[src/rtl/id_ex_hazard_ctrl.sv]
// ID/EX pipeline register with load-use hazard detection.
// This block registers decoded operands and control bits into the EX stage.
// It tracks load and valid status through the MEM and WB stages.
// It produces the decode stall and qualifies the forwarding paths so that
// load data is forwarded only from WB, once the data actually exists.
module id_ex_hazard_ctrl #(
  parameter int unsigned DW  = 32,
  parameter int unsigned RW  = 5,
  parameter int unsigned OPW = 4
) (
  input  logic           clk,
  input  logic           rst,
  input  logic           hold,
  input  logic           flush,
  input  logic           id_valid,
  input  logic [RW-1:0]  id_rs,
  input  logic [RW-1:0]  id_rt,
  input  logic           id_use_rs,
  input  logic           id_use_rt,
  input  logic [DW-1:0]  id_rd1,
  input  logic [DW-1:0]  id_rd2,
  input  logic [DW-1:0]  id_imm,
  input  logic [RW-1:0]  id_wr_rd,
  input  logic           id_reg_write,
  input  logic           id_mem_read,
  input  logic           id_mem_write,
  input  logic [OPW-1:0] id_alu_op,
  output logic           ex_valid,
  output logic [RW-1:0]  ex_rs,
  output logic [RW-1:0]  ex_rt,
  output logic [DW-1:0]  ex_rd1,
  output logic [DW-1:0]  ex_rd2,
  output logic [DW-1:0]  ex_imm,
  output logic [RW-1:0]  ex_wr_rd,
  output logic           ex_reg_write,
  output logic           ex_mem_read,
  output logic           ex_mem_write,
  output logic [OPW-1:0] ex_alu_op,
  output logic           stall,
  output logic           USE_MEM_BACK,
  output logic           USE_WB_BACK
);

  logic          mem_valid;
  logic          mem_load;
  logic [RW-1:0] mem_wr_rd;
  logic          mem_reg_write;
  logic          wb_valid;

  logic ex_load_c;
  logic mem_load_c;
  logic rs_haz_c;
  logic rt_haz_c;
  logic bubble_c;

  // The producing load is still in flight: in EX, or in MEM with no data yet.
  assign ex_load_c  = ex_valid & ex_mem_read & ex_reg_write;
  assign mem_load_c = mem_valid & mem_load & mem_reg_write;

  // A source is hazardous when it reads a nonzero register that an in-flight load will write.
  always_comb begin
    rs_haz_c = 1'b0;
    rt_haz_c = 1'b0;
    if (id_valid && id_use_rs && (id_rs != '0)) begin
      rs_haz_c = (ex_load_c && (id_rs == ex_wr_rd)) ||
                 (mem_load_c && (id_rs == mem_wr_rd));
    end
    if (id_valid && id_use_rt && (id_rt != '0)) begin
      rt_haz_c = (ex_load_c && (id_rt == ex_wr_rd)) ||
                 (mem_load_c && (id_rt == mem_wr_rd));
    end
  end

  // A taken branch kills the ID instruction, so it overrides the load-use stall.
  assign stall    = ((rs_haz_c | rt_haz_c) & ~flush) | hold;
  assign bubble_c = flush | rs_haz_c | rt_haz_c;

  // Forwarding qualifiers: a load in MEM has no value yet, while anything valid in WB does.
  assign USE_MEM_BACK = mem_valid & ~mem_load;
  assign USE_WB_BACK  = wb_valid;

  // ID/EX register and EX->MEM->WB tracking. The whole block freezes while hold is high.
  always_ff @(posedge clk) begin
    if (rst) begin
      ex_valid      <= 1'b0;
      ex_rs         <= '0;
      ex_rt         <= '0;
      ex_rd1        <= '0;
      ex_rd2        <= '0;
      ex_imm        <= '0;
      ex_wr_rd      <= '0;
      ex_reg_write  <= 1'b0;
      ex_mem_read   <= 1'b0;
      ex_mem_write  <= 1'b0;
      ex_alu_op     <= '0;
      mem_valid     <= 1'b0;
      mem_load      <= 1'b0;
      mem_wr_rd     <= '0;
      mem_reg_write <= 1'b0;
      wb_valid      <= 1'b0;
    end else if (!hold) begin
      ex_rs         <= id_rs;
      ex_rt         <= id_rt;
      ex_rd1        <= id_rd1;
      ex_rd2        <= id_rd2;
      ex_imm        <= id_imm;
      ex_wr_rd      <= id_wr_rd;
      ex_alu_op     <= id_alu_op;
      ex_valid      <= id_valid & ~bubble_c;
      ex_reg_write  <= id_reg_write & id_valid & ~bubble_c;
      ex_mem_read   <= id_mem_read & id_valid & ~bubble_c;
      ex_mem_write  <= id_mem_write & id_valid & ~bubble_c;
      mem_valid     <= ex_valid;
      mem_load      <= ex_mem_read;
      mem_wr_rd     <= ex_wr_rd;
      mem_reg_write <= ex_reg_write;
      wb_valid      <= mem_valid;
    end
  end

endmodule

[config.mk]
export PLATFORM = sky130hd
export DESIGN_NAME = id_ex_hazard_ctrl
export DESIGN_NICKNAME = d
export VERILOG_FILES = /design/src/rtl/id_ex_hazard_ctrl.sv
export SDC_FILE = /design/constraint.sdc
export NUM_CORES = 1
export LEC_CHECK = 0
export BUFFER_PORTS_ARGS = -buffer_cell sky130_fd_sc_hd__buf_2
export CORE_MARGIN = 2
export CORE_UTILIZATION = 41
export DETAILED_ROUTE_END_ITERATION = 10
export GPL_TIMING_DRIVEN = 0
export PLACE_DENSITY = 0.82
export SETUP_SLACK_MARGIN = 0.2
export SYNTH_ARGS = -nofsm -noshare
export SYNTH_HDL_FRONTEND = slang
export SYNTH_SLANG_ARGS = --single-unit
[constraint.sdc]
create_clock -name clk -period 1.3 [get_ports clk]
set_input_delay 0.065 -clock clk [delete_from_list [all_inputs] [get_ports clk]]
set_output_delay 0.065 -clock clk [all_outputs]
set_load 0.01 [all_outputs]
* Word level (Yosys, flattened, before mapping) *
Index checks and enable logic that the tools add are counted.

storage, ports and cells
  register bits = 128
  output and inout port bits = 122
  logic and storage cells = 54

operators by class
  multiplexer cells = 2
  eq/ne operators = 4
  reductions and logical operators = 12
  bitwise operators = 20

operator list
  kind                count
  == test 5 bit       4
  bitwise AND 1 bit   13
  nonzero test 5 bit  2
  logical AND 1 bit   8
  bitwise OR 1 bit    4
  NOT 1 bit           3
  logical OR 1 bit    2
  2-to-1 mux 1 bit    2

* Longest topological paths before layout *
  word-level depth = 9
  depth in mapped cells = 5

* Least setup slack after synthesis *
No wires, ideal clock.

  path type = register to output
  from = register ex_wr_rd[3]
  to = output stall
  stages on the path, launching flop included = 6
  arrival time = 1.322 ns
  setup slack = -0.087 ns
  path buffers = 0
  path through = dfxtp_1 > xor2_1 > nor4_1 > a22oi_1 > o22ai_2 > a21o_2

between the ends
  word-level cells in the longest chain between the ends = 7
  elaborated cells on any way between the ends = 11
  classes of those cells = 2 x eq/ne; 2 x mux; 3 x bitwise; 4 x reduce/logical

ends and longest elaborated chain
  item                                  line    text
  start, declared                       34      output logic [RW-1:0] ex_wr_rd,
  start signal, assigned                107     ex_wr_rd <= id_wr_rd;
  == test 5 bit (on tied branches)      65, 69
  logical AND 1 bit (on tied branches)  65, 69
  logical OR 1 bit (on tied branches)   65, 69
  2-to-1 mux 1 bit (on tied branches)   64, 68
  bitwise OR 1 bit (*)                  75      assign stall = ((rs_haz_c | rt_haz_c) & ~flush) | hold;
  bitwise AND 1 bit (*)                 75
  bitwise OR 1 bit (*)                  75
  end, declared                         39      output logic stall,

Every way passes the cells marked *; elsewhere a longest branch is shown, timed or not.

* Worst setup path after layout *
  from = register ex_wr_rd[1]
  to = output stall

Same word-level chain as after synthesis.

==> flow_metrics.tcl <==
set metrics [dict create \
    min_path_type "primary input to flop" \
    diodes 0 \
    holdWs_ns -0.04825 \
    slowest_stage "dfxtp_4" \
    violations "negative hold slack, negative setup slack" \
    yosysWarnings 0 \
    synthFlopType "dfxtp_1" \
    place_area_sq_um 6200 \
    first_global_vias 5123 \
    die_w_um 112.0 \
    syn2layout_area_growth_pct 69.63 \
    min_period_ns 1.934 \
    wl_per_cell_um 15.98 \
    synth.top_cell.area_share_pct 53.61 \
    layout.nets 967 \
    finalSetupViolations 5 \
    holdPathStages 3 \
    ys_top_cells_by_area "dfxtp_1, mux2i_1, nor2_1" \
    drv_cap 0 \
    fmax_ghz 0.5170 \
    min_period_over_period_pct 148.8 \
    io_pins 247 \
    syn_nets 582 \
    design.die.area_sq_um 12540 \
    num_rows 39 \
    cp_max_fo 2 \
    reg2reg_depth 8 \
    max-clock-path-buffers 2 \
    drt_iter0_drc 290 \
    seq_area_sq_um 2584 \
    ys_ff_latch 128 \
    gr-total-overflow 0 \
    dp_cells 846 \
    p_leak_uw 0.004207 \
    cp_cell_sequence "xor2_1, nor4_1, a22oi_1, o22ai_2, a21o_2, buf_6" \
    htreeDepth 4 \
    end_kind "output pin" \
    relSlewSlack_pct 66.73 \
    die_y_um 112.0 \
    stdcell_count 998 \
    grt_pass1_wl_um 25190 \
    dr.pass1.iters 4 \
    drtAntennaViolNets 0 \
    hpwl_um 9266 \
    cts_tree "done" \
    ir_drop_uv 991.6 \
    status "finished with violations" \
    arrival_ns 1.87 \
    multiInputGateArea_sq_um 2146 \
    grt_antenna_before_repair 0 \
    cts_hold_buf 115 \
    synth_area_sq_um 4780 \
    routed_via_density 4.774 \
    startpoint_type "flop" \
    layout_setup_ws_ns -0.6343 \
    synth_edf_count 0 \
    fillers 799 \
    worstMarginPinSlew_ns 0.4990 \
    yosysSeqAreaShare_pct 53.61 \
    vias 4764 \
    worstSetupPathType "flop to output pin" \
    numClockSinks 128 \
    synth_largest_area_cell "dfxtp_1" \
    layout-drive-gt1-share_pct 38.48 \
    skew_ns 0.003321 \
    core_sq_um 11420 \
    fin_area_sq_um 8108 \
    portBuffers 246 \
    grt_max_degree 17 \
    design_power_total_uw 10650 \
    finalMaxSlewViolations 0 \
    wirelength_um 15940 \
    power_density_nw_per_um2 1314 \
    drc 0 \
    grt_usage_pct 25.51 \
    syn-instance-count 457 \
    clockRootBuffer "clkbuf_16" \
    slowest_delay_ns 0.35 \
    yosys-top-cells-count "dfxtp_1, nor2_1, mux2i_1" \
    gp_congestion 0.8190 \
    rsz0062_at_grt "true" \
    clk_pin_slew_ns 0.06 \
    crit_required_ns 1.24 \
    setup_tns_ns -2.048 \
    async_flop_share_pct 0 \
    numCtsBuffers 17 \
    synth_area_per_cell_sq_um 10.46 \
    synth_cell_types 20 \
    initial_utilization_pct 41.86 \
    insertion_delay_ns 0.42 \
    hold_viol_final 2 \
]
per-stage QoR:
stage               setup WS (ns)  utilization, %
finish                    -0.6343           71.01
CTS                       -0.5764           70.21
floorplan                -0.01222               -
global route              -0.6859           71.01
detailed placement        -0.6961           54.30
global placement          -0.6308           54.30
layer usage:
layer	GRT usage [%]	up-vias	wire, um
li1	-	2311	-
met1	26.77	2199	6106
met2	46.30	217	8310
met3	8.329	37	1110
met4	11.63	0	416
met5	0	-	0
state kept, by name (all words and copies together) (netlist names), 4 cells and up:
signal and cells:
ex_alu_op 4, ex_imm 32, ex_rd1 32, ex_rd2 32, ex_rs 5, ex_rt 5, ex_wr_rd 5, mem_wr_rd 5
cells in the final DEF (no fill, tap or decap), types with 2 or more instances in the layout:
cell,synthesis,layout
a22oi_1,2,2
buf_1,8,4
buf_2,14,255
buf_4,0,6
buf_6,0,5
bufinv_16,0,3
clkbuf_1,6,5
clkbuf_16,0,17
clkbuf_2,0,5
clkbuf_8,0,3
clkinv_2,0,4
clkinvlp_4,0,2
dfxtp_1,128,115
dfxtp_2,0,11
dfxtp_4,0,2
dlygate4sd3_1,0,115
mux2i_1,124,124
nand2_1,5,5
nor2_1,128,128
nor2b_1,2,2
nor4_1,4,2
nor4_2,0,2
o211ai_1,2,2
o21ai_2,0,3
or4_1,2,2
or4b_2,3,3
xor2_1,20,18
xor2_2,0,2
final timing paths:
kind,slack [ns],to,start
max reg2reg,-0.40,ex_mem_read,ex_wr_rd[1]
max,-0.63,stall,ex_wr_rd[1]
min reg2reg,0.48,ex_mem_read,ex_mem_read
min,-0.05,ex_reg_write,hold
cells by family after synthesis:
group,Yosys count,synth area share (%)
buffers and inverters,29,2.644
AO/OA/AOI/OAI,10,1.728
multiplexers,124,25.97
XOR/XNOR,20,3.665
flip-flops,128,53.61
AND/OR/NAND/NOR,146,12.38
power breakdown:
group	leakage [uW]	switching (uW)	total (uW)	internal, uW
clock	0.000296	1730	4880	3150
combinational	0.00285	695	1480	789
sequential	0.00106	133	4280	4150
critical path: cells and delay by family (launching register included):
family / cells / cell delay [ns]
compound gates: 3 / 0.59
flops: 1 / 0.35
simple gates: 1 / 0.28
xor+xnor: 1 / 0.14
buf+inv: 1 / 0.10
what timing repair did:
item                       4_1_cts  5_1_grt
buffers inserted                 3        2
hold endpoints to repair       118        3
pin swaps                        7        6
gates resized for setup         13       25
setup endpoints to repair       66       31
area by class of cell:
type	instances	area share [%]
clock buffers	22	5.849
well taps	143	2.207
inverters	1	0.04630
multi-input cells	300	26.47
flip-flops and latches	128	31.87
repair buffers	366	30.17
plain buffers	28	1.744
clock inverters	10	1.651
No activity file was read; power rests on OpenSTA's default activity.
